$ cat src/rtl/onehot_decode_fifo.sv
// Small FIFO of 3-bit codes whose head is presented as a one-hot byte.
// Storage is a register array read combinationally so y follows the head one cycle after accept.
module onehot_decode_fifo #(
   parameter int DEPTH = 4
) (
   input  logic                     clk,
   input  logic                     rst,
   input  logic                     in_valid,
   input  logic [2:0]               in_code,
   output logic                     in_ready,
   output logic [7:0]               y,
   output logic                     y_valid,
   input  logic                     y_ready,
   output logic [$clog2(DEPTH):0]   count,
   output logic                     overflow
);

   localparam int PW = $clog2(DEPTH);
   localparam int CW = PW + 1;

   logic [2:0]    mem [DEPTH];
   logic [PW-1:0] wr_ptr_reg;
   logic [PW-1:0] rd_ptr_reg;
   logic [CW-1:0] count_reg;
   logic [CW-1:0] count_next;
   logic          overflow_reg;
   logic          accept;
   logic          pop;
   logic [2:0]    head;

   // in_ready depends only on the count register, never on y_ready.
   assign in_ready = (count_reg < CW'(DEPTH));
   assign y_valid  = (count_reg != '0);
   assign accept   = in_valid && in_ready;
   assign pop      = y_valid && y_ready;
   assign head     = mem[rd_ptr_reg];
   assign count    = count_reg;
   assign overflow = overflow_reg;

   always_comb begin
      count_next = count_reg;
      case ({accept, pop})
         2'b10:   count_next = count_reg + CW'(1);
         2'b01:   count_next = count_reg - CW'(1);
         default: count_next = count_reg;
      endcase
   end

   // Payload storage carries no reset; pointers and count define what is valid.
   always_ff @(posedge clk) begin
      if (accept) begin
         mem[wr_ptr_reg] <= in_code;
      end
   end

   always_ff @(posedge clk or posedge rst) begin
      if (rst) begin
         wr_ptr_reg   <= '0;
         rd_ptr_reg   <= '0;
         count_reg    <= '0;
         overflow_reg <= 1'b0;
      end else begin
         if (accept) begin
            wr_ptr_reg <= wr_ptr_reg + PW'(1);
         end
         if (pop) begin
            rd_ptr_reg <= rd_ptr_reg + PW'(1);
         end
         count_reg <= count_next;
         if (in_valid && !in_ready) begin
            overflow_reg <= 1'b1;
         end
      end
   end

   // One-hot decode of the head, forced to zero while the queue is empty.
   generate
      for (genvar gi = 0; gi < 8; gi++) begin : g_decode
         assign y[gi] = y_valid && (head == 3'(gi));
      end
   endgenerate

endmodule

$ cat config.mk
export PLATFORM = sky130hd
export DESIGN_NAME = onehot_decode_fifo
export DESIGN_NICKNAME = d
export VERILOG_FILES = /design/src/rtl/onehot_decode_fifo.sv
export SDC_FILE = /design/constraint.sdc
export NUM_CORES = 1
export LEC_CHECK = 0
export CAP_MARGIN = 20
export CORE_ASPECT_RATIO = 1.25
export CORE_MARGIN = 2
export CORE_UTILIZATION = 33
export CTS_CLUSTER_DIAMETER = 200
export DETAILED_ROUTE_END_ITERATION = 12
export GPL_ROUTABILITY_DRIVEN = 0
export MAX_ROUTING_LAYER = met4
export PLACE_DENSITY = 0.62
export SYNTH_ARGS = -nofsm -noshare
export SYNTH_HDL_FRONTEND = slang
export SYNTH_SLANG_ARGS = --single-unit
$ cat constraint.sdc
create_clock -name clk -period 1.7 [get_ports clk]
set_input_delay 0.17 -clock clk [delete_from_list [all_inputs] [get_ports clk]]
set_output_delay 0.17 -clock clk [all_outputs]
set_load 0.02 [all_outputs]
# --- Word level (Yosys, flattened, before mapping) ---
# Memories as Yosys holds them, arrays and structs flattened.
# Cells that the tools add are included.
# Widths: inputs -> output; s select.
word_totals:
  ff_bits: 8
  ramBits: 12
  inputBits: 7
  output_inout_bits: 14
  word_cells: 37
  mem_count: 1
op_classes:
  n_addsub: 4
  n_lt_le_gt_ge: 1
  n_eq_ne: 9
  muxes: 3
  reduce_logical: 15
mem_list:
  columns: ["name", "words", "word_bits", "read_ports", "rd_clocked_by_memory_dff", "write_ports", "line_no", "rtl"]
  rows:
  - ["mem", 4, 3, 1, 0, 1, "21", "logic [2:0] mem [DEPTH];"]
op_table:
  columns: ["cell", "n"]
  rows:
  - ["$eq 3x3->1 const B", 4]
  - ["$logic_and 1x1->1", 11]
  - ["$eq 3x2->1 const B", 2]
  - ["$pmux 3 s2", 1]
  - ["$add 2x1->2 const B", 2]
  - ["$add 3x1->3 const B", 1]
  - ["$eq 3x1->1 const B", 1]
  - ["$logic_not 3->1", 1]
  - ["$lt 3x3->1 const B", 1]
  - ["$reduce_bool 3->1", 1]
  - ["$sub 3x1->3 const B", 1]
  - ["$eq 2x1->1 const B", 1]
  - ["$eq 2x2->1 const B", 1]
  - ["$mux 1", 2]
  - ["$reduce_bool 2->1", 1]
  - ["$logic_not 1->1", 1]

# --- Logic depth before layout (Yosys ltp) ---
depth:
  word_depth: 4
  ltp_mapped: 9

# --- Worst setup path before layout ---
# No wires, ideal clock.
synth_timing:
  path_kind: "reg-to-reg"
  from: "register count_reg[0], in the netlist count[0]"
  to: "register count_reg[2], in the netlist count[2]"
  arrival_ps: 1946
  setup_slack_ps: -374
  stages_incl_launch_ff: 9
  path_buffers: 0
  path_cell_list: "dfrtp_1 -> or3_1 -> and2_1 -> ha_1 -> inv_1 -> fa_1 -> xor2_1 -> nor2_1 -> xnor2_1"
synth_via:
  elab_chain_len: 4
synth_lines:
  columns: ["item", "line_no", "rtl"]
  rows:
  - ["start: declaration", "24", "logic [CW-1:0] count_reg;"]
  - ["start signal: assignment", "69", "count_reg <= count_next;"]
  - ["$reduce_bool 3->1 *", "33", "assign y_valid = (count_reg != '0);"]
  - ["net y_valid", "12", "output logic y_valid,"]
  - ["$logic_and 1x1->1 *", "35", "assign pop = y_valid && y_ready;"]
  - ["net pop", "28", "logic pop;"]
  - ["$eq 2x1->1 / $eq 2x2->1 (equally long branches)", "42", "case ({accept, pop})"]
  - ["$pmux 3 s2 / $reduce_bool 2->1 (equally long branches)", null, null]
# Mark *: on every way through the listed nets, which the timed path passes. The rest lies on a longest branch.
# A chain may end at the register's enable or synchronous reset.

# --- Final worst setup path ---
layout_timing:
  from: "register rd_ptr_reg[0]"
  to: "output y[0]"
layout_via:
  elab_chain_len: 3
layout_lines:
  columns: ["item", "line_no", "rtl"]
  rows:
  - ["start: declaration", "23", "logic [PW-1:0] rd_ptr_reg;"]
  - ["start signal: assignment", "67", "rd_ptr_reg <= rd_ptr_reg + PW'(1);"]
  - ["$mem_v2 4x3", null, null]
  - ["$logic_not 3->1", "79", "assign y[gi] = y_valid && (head == 3'(gi));"]
  - ["$logic_and 1x1->1", "79", null]
  - ["end: declaration", "11", "output logic [7:0] y,"]
# Every way passes these cells.

==> reports/results.tsv <==
stage	metric	value	unit
cts	TritonCTS clock tree	done	
logic_synthesis	fraction of synthesis flops using an asynchronous set or reset pin	40.0	%
pwr	maximum vdd drop	0.979	mV
timing	final number of max-transition violations	0	
detailed_routing	Total Routed Length	1740	µm
setup_path	cell depth of the worst flop-to-flop path	6	
floorplanning	Starting Density	35.3	%
setup_path	Critical Path Stages	4	
timing	Final Hold Fails	0	
setup_path	number of buffer and inverter instances along the worst setup path	1	
logic_synthesis	post-synthesis cell type count	23	
timing	hold slack final	0.111	ns
logic_synthesis	total of flip-flops plus latches after synthesis	20	
setup_path	critical-path maximum fanout	4	
pwr	Power Density	1950	nW/µm²
timing	final setup violating endpoints	10	
finish	area of the multi-input gates	445	µm²
detailed_routing	# DRC	0	
placed_design	Post-Place Cell Area	1300	µm²
hold_path	worst min-delay path category	in -> async	
cts	root buffer cell	sky130_fd_sc_hd__clkbuf_4	
global_routing	total grt overflow	0	
detailed_routing	Avg Vias per Cell	4.34	
global_routing	largest net degree at the start of global routing	13	
global_routing	vias in the first global route	659	
finish	antenna diode count	0	
finish	ratio of cells with drive above 1 in the final layout	46.8	%
timing	transition time at the pin with the least slew margin	0.344	ns
logic_synthesis	yosys warns	0	
finish	most frequent cells in the layout	15 x sky130_fd_sc_hd__buf_4, 12 x sky130_fd_sc_hd__edfxtp_1, 9 x sky130_fd_sc_hd__clkdlybuf4s50_1, 7 x sky130_fd_sc_hd__inv_1, 7 x sky130_fd_sc_hd__buf_6	
setup_path	crit path to	y[0]	
timing	crit path time final	1.95	ns
logic_synthesis	sequential area share after synthesis	58.7	%
setup_path	Worst Path Arrival	1.78	ns
run	number of max-cap violations	0	
logic_synthesis	summed instance area of the synthesized netlist	955	µm²
finish	combined flip-flop and latch cell area	564	µm²
floorplanning	number of rows in the core area	21	
setup_path	ordered list of cells on the worst path	mux4_2, a31o_4, nor2_4, buf_6	
cts	clock slew seen by the registers of the worst setup and hold paths	0.12	ns
detailed_routing	met2 routed WL	921	µm
floorplanning	Boundary Pins	21	
setup_path	critical path launch point	rd_ptr_reg[0]$_DFFE_PP0P_	
cts	clock insertion delay at the later pin of the skew report	0.30	ns
logic_synthesis	average cell area after synthesis	13.3	µm²
placed_design	setup slack at placement	-0.464	ns
detailed_routing	met3 wire length	54	µm
timing	worst relative slew slack	77.0	%
global_routing	number of antenna violations at the first check in global routing	0	
global_routing	total routing resource utilization after global routing	12.4	%
status	failing checks	setup timing	
detailed_routing	via count	621	
placed_design	post-DP HPWL	1310	µm
setup_path	Crit Path Category	reg -> out	
logic_synthesis	EDFF count, synth	12	
setup_path	capture point of the worst reg-to-reg path	count[1]$_DFFE_PP0P_	
floorplanning	Horiz. Die Dim	52.1	µm
detailed_routing	Top Metal Used	met4	
logic_synthesis	synthesized netlist cell count	72	
placed_design	I/O Buffers	20	
finish	most common cell after layout, fill and taps aside	sky130_fd_sc_hd__buf_4	
setup_path	delay of the slowest cell on the worst path	0.55	ns
setup_path	kind of end point of the critical path	output pin	
pwr	cell leakage power	0.604	nW
cts	CTS buffer count	3	
floorplanning	floorplan die area	3340	µm²
timing	post-route fraction of the period consumed by the critical path	115	%
cts	htree depth	1	
cts	hold buffer count at cts	0	
setup_path	worst reg-to-reg setup slack	-0.10	ns
setup_path	critical path required time	1.53	ns
global_routing	wire length of the first global-routing pass	2940	µm
detailed_routing	per-cell routed wire length	12.2	µm
setup_path	critical path's top delay family	multiplexers	
logic_synthesis	Most used DFF post-synth	sky130_fd_sc_hd__edfxtp_1	
finish	Synth-to-Final Area Change	51.6	%
detailed_routing	Antenna Violating Nets Remaining	0	
cts	Bufs on Longest Clock Path	2	
timing	worst clock skew on the final layout	0.00879	ns
logic_synthesis	syn nets	85	
detailed_routing	Pre-antenna DRT Iters	3	
setup_path	cell with the largest stage delay on the worst path	sky130_fd_sc_hd__mux4_2	
detailed_routing	wire length on met1	747	µm
detailed_routing	starting DRC count in detailed routing	11	
finish	net total in the final layout	123	
pwr	Tot Pwr	2.82	mW
setup_path	Reg-to-Reg Start	count[0]$_DFFE_PP0P_	
timing	RSZ-0062 raised after global routing	true	
floorplanning	Core Box Area	2710	µm²
floorplanning	height of the die	64.1	µm
finish	final core utilization	53.5	%
finish	# fillers	232	
cts	total clock sinks	20	
timing	Worst Setup Slack, final	-0.250	ns
status	result of the run	complete, but fails checks	
timing	highest clock rate	513	MHz
finish	Finished Cell Area	1450	µm²
setup_path	element type at the critical path start	register	
finish	number of flip-flops under the largest register name	12	
==> worst register-to-register path, cell delays in order (launching register included) <==
cell and delay (ns):
sky130_fd_sc_hd__dfrtp_2 0.42, sky130_fd_sc_hd__or3_4 0.39, sky130_fd_sc_hd__and2_4 0.16, sky130_fd_sc_hd__ha_4 0.16, sky130_fd_sc_hd__inv_2 0.05, sky130_fd_sc_hd__fa_2 0.41, sky130_fd_sc_hd__mux2i_1 0.14
==> area by class of cell <==
class | count | area share, %
clock buffers | 3 | 1.56
clock inverters | 1 | 2.07
inverters | 8 | 2.07
multi-input cells | 42 | 30.8
flip-flops and latches | 20 | 39.0
well taps | 34 | 2.94
repair buffers | 35 | 21.6
==> synth_stat cells, types with 2 or more instances <==
library cell / instances / share of area (%)
sky130_fd_sc_hd__and2_1: 5 / 3.3
sky130_fd_sc_hd__dfrtp_1: 8 / 21
sky130_fd_sc_hd__edfxtp_1: 12 / 38
sky130_fd_sc_hd__ha_1: 5 / 6.6
sky130_fd_sc_hd__inv_1: 8 / 3.1
sky130_fd_sc_hd__mux4_2: 3 / 7.1
sky130_fd_sc_hd__nand2_1: 3 / 1.2
sky130_fd_sc_hd__nand2b_1: 2 / 1.3
sky130_fd_sc_hd__nor2_1: 8 / 3.1
sky130_fd_sc_hd__xnor2_1: 4 / 3.7
sky130_fd_sc_hd__xor2_1: 2 / 1.8
==> where the power goes <==
group / internal [mW] / switching, mW / total [mW]
clock network: 0.238 / 0.146 / 0.384
logic: 0.861 / 0.826 / 1.69
registers: 0.657 / 0.0899 / 0.747
total: 1.76 / 1.06 / 2.82
==> metrics by stage <==
stage | std cells | TNS [ns]
5_1_grt | 143 | -2.83
3_3_place_gp | 136 | -3.27
4_1_cts | 142 | -2.03
2_1_floorplan | 72 | -0.332
3_5_place_dp | 136 | -3.59
6_report | 143 | -1.93
==> cells by family (layout without fill, tap and decap cells) <==
family                   count (synthesis)  in the layout  share of synthesized area, %
AO/OA/AOI/OAI                            3              3                          2.23
XOR/XNOR                                 6              6                          5.50
adder cells (fa/ha/maj)                  6              6                          8.65
buffers and inverters                   10             47                          4.72
flip-flops                              20             20                          58.7
multiplexers                             4              4                          8.13
AND/OR/NAND/NOR                         23             23                          12.1
==> how the worst min path moves through the flow <==
stage                              start                        end  slack [ns]
floorplan                            rst       count[2]$_DFFE_PP0P_       -0.01
global placement    overflow$_DFFE_PP0P_       overflow$_DFFE_PP0P_        0.44
detailed placement                   rst  wr_ptr_reg[1]$_DFFE_PP0P_        0.45
CTS                                  rst  wr_ptr_reg[1]$_DFFE_PP0P_        0.12
global route                         rst  wr_ptr_reg[0]$_DFFE_PP0P_        0.13
finish                               rst  wr_ptr_reg[1]$_DFFE_PP0P_        0.11
==> metal layers <==
layer	vias up	GRT usage (%)
li1	312	-
met1	293	15.5
met2	14	19.3
met3	2	2.10
met4	0	5.92
met5	-	-
==> repair_timing <==
action                                 4_1_cts  5_1_grt
buffers inserted                             2        1
setup endpoints to repair                   11       11
endpoints found under the hold margin        0        0
pin swaps                                    6        3
resized for setup                           52       18
Note: power is estimated with default switching activity, not from simulation.
